**config.mk**
```make
export PLATFORM = sky130hd
export DESIGN_NAME = pipeline_hazard_ctrl
export DESIGN_NICKNAME = d
export VERILOG_FILES = /design/src/rtl/riscv_pipe_pkg.sv /design/src/rtl/hazard_sat_counter.sv /design/src/rtl/pipeline_hazard_ctrl.sv
export SDC_FILE = /design/constraint.sdc
export NUM_CORES = 1
export LEC_CHECK = 0
export BUFFER_PORTS_ARGS = -buffer_cell sky130_fd_sc_hd__buf_2
export CAP_MARGIN = 20
export CORE_ASPECT_RATIO = 0.8
export CORE_MARGIN = 4
export CORE_UTILIZATION = 40
export CTS_CLUSTER_DIAMETER = 150
export DETAILED_ROUTE_END_ITERATION = 8
export PLACE_DENSITY = 0.71
export SLEW_MARGIN = 20
export SYNTH_ARGS = -nofsm -noshare
export SYNTH_HDL_FRONTEND = slang
export SYNTH_SLANG_ARGS = --single-unit
```
**constraint.sdc**
```tcl
create_clock -name clk -period 5.1 [get_ports clk]
set_input_delay 1.275 -clock clk [delete_from_list [all_inputs] [get_ports clk]]
set_output_delay 1.275 -clock clk [all_outputs]
set_load 0.02 [all_outputs]
```
**src/rtl/riscv_pipe_pkg.sv**
```systemverilog
// rtl/riscv_pipe_pkg.sv - opcode constants, hazard FSM state type and register-usage decode
package riscv_pipe_pkg;

  localparam logic [4:0] OPC_OP     = 5'b01100;
  localparam logic [4:0] OPC_OPIMM  = 5'b00100;
  localparam logic [4:0] OPC_LOAD   = 5'b00000;
  localparam logic [4:0] OPC_STORE  = 5'b01000;
  localparam logic [4:0] OPC_BRANCH = 5'b11000;
  localparam logic [4:0] OPC_JAL    = 5'b11011;
  localparam logic [4:0] OPC_JALR   = 5'b11001;
  localparam logic [4:0] OPC_LUI    = 5'b01101;
  localparam logic [4:0] OPC_AUIPC  = 5'b00101;

  typedef enum logic [1:0] {
    HZ_RUN   = 2'd0,
    HZ_MWAIT = 2'd1,
    HZ_HALT  = 2'd2
  } hz_state_t;

  // Returns {uses_rs2, uses_rs1}; unknown opcodes read no registers.
  function automatic logic [1:0] opc_reg_use(input logic [4:0] opc);
    logic [1:0] use_v;
    use_v = 2'b00;
    case (opc)
      OPC_OPIMM, OPC_JALR, OPC_LOAD:  use_v = 2'b01;
      OPC_OP, OPC_STORE, OPC_BRANCH:  use_v = 2'b11;
      default:                        use_v = 2'b00;
    endcase
    return use_v;
  endfunction

endpackage

```
**src/rtl/hazard_sat_counter.sv**
```systemverilog
// rtl/hazard_sat_counter.sv - saturating event counter used for hazard cycle accounting
module hazard_sat_counter #(
  parameter int W = 32
) (
  input  logic         clk,
  input  logic         rst_n,
  input  logic         inc,
  output logic [W-1:0] count
);

  logic [W-1:0] count_q;
  logic [W-1:0] count_d;

  always_comb begin
    count_d = count_q;
    if (inc && (count_q != {W{1'b1}})) begin
      count_d = count_q + W'(1);
    end
  end

  always_ff @(posedge clk) begin
    if (!rst_n) begin
      count_q <= '0;
    end else begin
      count_q <= count_d;
    end
  end

  assign count = count_q;

endmodule

```
**src/rtl/pipeline_hazard_ctrl.sv**
```systemverilog
// rtl/pipeline_hazard_ctrl.sv - merges load-use, branch flush and memory-wait hazards into stage controls
module pipeline_hazard_ctrl
  import riscv_pipe_pkg::*;
#(
  parameter int MEM_TIMEOUT = 64,
  parameter int CNT_W       = 32
) (
  input  logic             clk,
  input  logic             rst_n,
  input  logic [4:0]       if_id_opcode,
  input  logic [4:0]       if_id_rs1,
  input  logic [4:0]       if_id_rs2,
  input  logic [4:0]       id_ex_rd,
  input  logic             id_ex_memr,
  input  logic             ex_branch_taken,
  input  logic             ex_mem_memr,
  input  logic             ex_mem_memw,
  input  logic             dmem_ready,
  output logic             pc_write,
  output logic             if_id_write,
  output logic             if_id_flush,
  output logic             id_ex_write,
  output logic             id_ex_bubble,
  output logic             ex_mem_write,
  output logic             mem_wb_bubble,
  output logic             halted,
  output logic [CNT_W-1:0] stall_cnt,
  output logic [CNT_W-1:0] freeze_cnt,
  output logic [CNT_W-1:0] flush_cnt
);

  localparam int              WC_W    = $clog2(MEM_TIMEOUT);
  localparam logic [WC_W-1:0] WC_LAST = WC_W'(MEM_TIMEOUT - 1);

  hz_state_t       state_q, state_d;
  logic [WC_W-1:0] wait_cnt_q, wait_cnt_d;

  logic       halted_q;
  logic [1:0] reg_use;
  logic       mem_pend;
  logic       lu;
  logic       fz;
  logic       br_win;
  logic       lu_win;

  assign halted_q = (state_q == HZ_HALT);
  assign reg_use  = opc_reg_use(if_id_opcode);
  assign mem_pend = ex_mem_memr | ex_mem_memw;

  assign lu = id_ex_memr && (id_ex_rd != 5'd0) &&
              ((reg_use[0] && (id_ex_rd == if_id_rs1)) ||
               (reg_use[1] && (id_ex_rd == if_id_rs2)));

  assign fz     = (mem_pend && !dmem_ready) || halted_q;
  assign br_win = !fz && ex_branch_taken;
  // A taken branch squashes the IF/ID instruction, so its load-use hazard is moot.
  assign lu_win = !fz && !ex_branch_taken && lu;

  always_ff @(posedge clk) begin
    if (!rst_n) begin
      state_q    <= HZ_RUN;
      wait_cnt_q <= '0;
    end else begin
      state_q    <= state_d;
      wait_cnt_q <= wait_cnt_d;
    end
  end

  always_comb begin
    state_d    = state_q;
    wait_cnt_d = wait_cnt_q;
    case (state_q)
      HZ_RUN: begin
        if (mem_pend && !dmem_ready) begin
          state_d    = HZ_MWAIT;
          wait_cnt_d = WC_W'(1);
        end
      end
      HZ_MWAIT: begin
        if (dmem_ready) begin
          state_d    = HZ_RUN;
          wait_cnt_d = '0;
        end else if (wait_cnt_q == WC_LAST) begin
          state_d = HZ_HALT;
        end else begin
          wait_cnt_d = wait_cnt_q + WC_W'(1);
        end
      end
      HZ_HALT: begin
        state_d = HZ_HALT;
      end
      default: begin
        state_d    = HZ_RUN;
        wait_cnt_d = '0;
      end
    endcase
  end

  always_comb begin
    pc_write      = 1'b1;
    if_id_write   = 1'b1;
    if_id_flush   = 1'b0;
    id_ex_write   = 1'b1;
    id_ex_bubble  = 1'b0;
    ex_mem_write  = 1'b1;
    mem_wb_bubble = 1'b0;
    if (!rst_n) begin
      pc_write      = 1'b0;
      if_id_write   = 1'b0;
      if_id_flush   = 1'b1;
      id_ex_write   = 1'b0;
      id_ex_bubble  = 1'b1;
      ex_mem_write  = 1'b0;
      mem_wb_bubble = 1'b1;
    end else if (fz) begin
      pc_write      = 1'b0;
      if_id_write   = 1'b0;
      id_ex_write   = 1'b0;
      ex_mem_write  = 1'b0;
      mem_wb_bubble = 1'b1;
    end else if (br_win) begin
      if_id_flush  = 1'b1;
      id_ex_bubble = 1'b1;
    end else if (lu_win) begin
      pc_write     = 1'b0;
      if_id_write  = 1'b0;
      id_ex_bubble = 1'b1;
    end
  end

  assign halted = halted_q;

  hazard_sat_counter #(.W(CNT_W)) u_stall_cnt (
    .clk   (clk),
    .rst_n (rst_n),
    .inc   (lu_win),
    .count (stall_cnt)
  );

  hazard_sat_counter #(.W(CNT_W)) u_freeze_cnt (
    .clk   (clk),
    .rst_n (rst_n),
    .inc   (fz && !halted_q),
    .count (freeze_cnt)
  );

  hazard_sat_counter #(.W(CNT_W)) u_flush_cnt (
    .clk   (clk),
    .rst_n (rst_n),
    .inc   (br_win),
    .count (flush_cnt)
  );

endmodule

```
==> out/summary.txt <==
Hold crit path type -> flip-flop to flip-flop
Internal Pwr Total -> 1.32 mW
Starting DRT DRC Count -> 280
Clock Tree Root -> clkbuf_16
Die outline height -> 110 um
Count of maximum capacitance violations -> 0
Number of enable flip-flop cells after synthesis -> 0
Number of levels in the clock H-tree -> 3
CP max stage delay -> 0.43 ns
Kind of start point of the critical path -> input port
Proportion of power drawn by combinational gates -> 5.0%
Clock transition at the registers of the reported paths -> 0.07 ns
Final clock skew -> 0.00738 ns
Worst Hold Path Cells -> 2
Met2 track demand over resource -> 26.6%
Final-stage net count -> 797
Largest delay share family, worst path -> compound AO/OA/AOI/OAI gates
Routed wire length -> 13000 um
Switching part of the total power -> 20.8%
GRT met1 Usage -> 25.1%
Row Count -> 37
Combined area of all synthesized cells -> 5230 um2
Die Footprint -> 15000 um2
Remaining DRCs -> 0
Setup repair after global routing missed its margin -> false
Leading cell type in the layout, fill and taps excluded -> buf_2
Pins Over Slew Limit -> 0
HPWL reported at the end of detailed placement -> 9700 um
Vias per Instance -> 5.30
Sequential cell fraction of total power -> 49.4%
Gates resized, CTS repair -> 0
Final setup violation count -> 0
Total routing usage reported by global routing -> 17.6%
Synth Warn # -> 0
Bufs on Longest Clock Path -> 2
Period utilization -> 83.8%
Routability congestion estimate -> 0.852
Cell count along the critical path -> 8
Tightest Pin Transition -> 0.903 ns
Crit path max-delay cell type -> a211oi_1
FF+latch count, synth -> 104
Endpoint class of the critical path -> output pin
Number of global-route vias before repair -> 4370
Total overflow reported by the global router -> 0
Cell repeated most along the worst path -> buf_2
Starting Density -> 40.8%
Max Fclk -> 0.234 GHz
Met3 layer usage reported by global route -> 4.36%
Number of buffers and inverters on the critical path -> 3
Synth async-reset ratio -> 0%
Hold buffer count at CTS -> 0
Clock insertion delay at the later pin of the skew report -> 0.34 ns
Count of mapped cells out of synthesis -> 643
Type of the worst setup path -> input port to output pin
Routed len/inst -> 13.8 um
I/O pin count -> 131
Ratio of cells with drive above 1 in the final layout -> 21.1%
Pwr/cell area -> 261 nW/um2
Largest net degree at the start of global routing -> 61
Total number of clock tree sinks -> 104
Top FF cell, synth -> dfxtp_1
Cells along the critical path -> buf_2 -> a211oi_1 -> nand4_1 -> nor4_2 -> o21ai_1 -> buf_4 -> nand3_1 -> buf_2
Number of filler instances in the final layout -> 1261
Tot Pwr -> 1.67 mW
Average cell area after synthesis -> 8.13 um2
Clock tree from TritonCTS -> yes
Number of antenna repair diodes -> 0
Number of buffers inserted by post-CTS setup repair -> 0
Setup Total Neg Slack -> 0 ns
Worst R2R Path Depth -> 6
Total number of vias -> 5018
Count of final hold-check violations -> 0
Portion of total power attributed to the clock network -> 45.6%
Worst-path fanout max -> 16
Sequential element share of the synthesized area -> 39.8%
Antenna violations before repair -> 0
Reported net switching power -> 347 uW
Number of nets with antenna violations after detailed routing -> 0
Global-route wire length before repair -> 21700 um
Syn-to-layout area delta -> 22.1%
Max IR drop VDD -> 0.145 mV
Highest-count cells in the layout ignoring fill and taps -> buf_2 (130), dfxtp_1 (104), nor2_1 (80)
Post-Synthesis Net Count -> 674
Horizontal extent of the die -> 136 um
Global-route layer with the greatest usage -> met2
Data arrival time of the critical path -> 3.00 ns
Normalized max-slew margin -> 39.7%
Static leakage power -> 2.39 nW
Result of the run -> finished, final reports clean
Total CTS buffers -> 9
DRT Pass-1 Iters -> 4
Min Clock Period, post-route -> 4.27 ns
CP Data Required Time -> 3.83 ns
Number of port buffers -> 130
Placeable core region -> 12800 um2
Count of different cell masters after synthesis -> 49
[registers in the layout (all words and copies together) (netlist names)]
name and flops:
u_freeze_cnt.count 32, u_stall_cnt.count 32, wait_cnt_q 6, state_q 2, u_flush_cnt.count 32
[worst register-to-register path, delay by kind of cell (launching register included)]
kind          cells  cell delay, ns
simple gates      5            1.80
xor+xnor          1            0.16
flops             1            0.43
[power groups by stage]
stage	clock network (mW)	logic, mW	registers [mW]
finish	0.760	0.0830	0.822
global route	0.811	0.0924	0.823
CTS	0.786	0.0826	0.822
detailed placement	0	0.0822	0.841
global placement	0	0.0823	0.841
floorplan	0	0.0481	0.843
[cell usage after synthesis, types with 2 or more instances]
library cell | count | area, um2
and4_1 | 8 | 70.1
nor4b_1 | 5 | 43.8
nor2_1 | 80 | 300
nor3_1 | 22 | 110
nand2_1 | 49 | 184
a211oi_1 | 4 | 30.0
nand4b_1 | 4 | 35.0
xor2_1 | 24 | 210
nor3b_1 | 5 | 37.5
mux2i_1 | 5 | 50.1
nor4_2 | 2 | 25.0
and3_1 | 13 | 81.3
inv_1 | 15 | 56.3
or4_1 | 5 | 37.5
buf_2 | 2 | 10.0
ha_1 | 4 | 50.1
o31ai_1 | 3 | 22.5
nand2b_1 | 4 | 25.0
nand3_1 | 40 | 200
buf_4 | 4 | 30.0
a21oi_1 | 44 | 220
o21a_1 | 2 | 15.0
and2_1 | 3 | 18.8
xnor2_1 | 38 | 333
o21ai_0 | 39 | 195
clkbuf_1 | 16 | 60.1
dfxtp_1 | 104 | 2080
nor4_1 | 9 | 56.3
o211ai_1 | 2 | 15.0
nand4_1 | 32 | 200
or3_1 | 38 | 238
[path summary, 6_finish.rpt]
kind                                                          from                                  to  slack (ns)
worst min-delay path             u_stall_cnt.count[9]$_SDFFE_PN0P_   u_stall_cnt.count[9]$_SDFFE_PN0P_        0.49
worst max-delay path                               if_id_opcode[4]                        id_ex_bubble        0.83
worst max register to register  u_freeze_cnt.count[3]$_SDFFE_PN0P_  u_freeze_cnt.count[5]$_SDFFE_PN0P_        2.61
worst min register to register   u_stall_cnt.count[9]$_SDFFE_PN0P_   u_stall_cnt.count[9]$_SDFFE_PN0P_        0.49
[cell type report]
class / instances / area (um2) / area share, %
Clock buffer: 14 / 274 / 4.29
Clock inverter: 2 / 60.1 / 0.941
Multi-Input combinational cell: 501 / 2990 / 46.9
Tap cell: 175 / 219 / 3.43
Sequential cell: 104 / 2080 / 32.6
Inverter: 15 / 56.3 / 0.882
Timing Repair Buffer: 135 / 701 / 11.0
[layer usage]
layer / part of all wire (%) / vias up / routed length, um
met5: 0 / - / 0
met3: 7.4 / 12 / 969
met4: 1.4 / 0 / 182
met1: 49 / 2293 / 6450
met2: 42 / 154 / 5430
li1: - / 2559 / -
[logic make-up after synthesis]
logic type,count (synthesis),synth area share (%)
simple gates,327,33.8
flops,104,39.8
compound gates,103,11.1
xor+xnor,62,10.4
buf+inv,38,3.06
mux,5,0.957
fa+ha+maj,4,0.957
[metrics by stage]
step	instance area (um2)	setup slack (ns)	util (%)	instances	hold slack [ns]
after floorplan	5230	0.959	-	643	0.479
after global placement	6020	0.835	47.0	929	0.479
after detailed placement	6020	0.740	47.0	929	0.486
after CTS	6360	0.727	49.6	945	0.497
after global routing	6380	0.670	49.8	946	0.517
final	6380	0.827	49.8	946	0.492
Power figures use the tool's default switching activity.
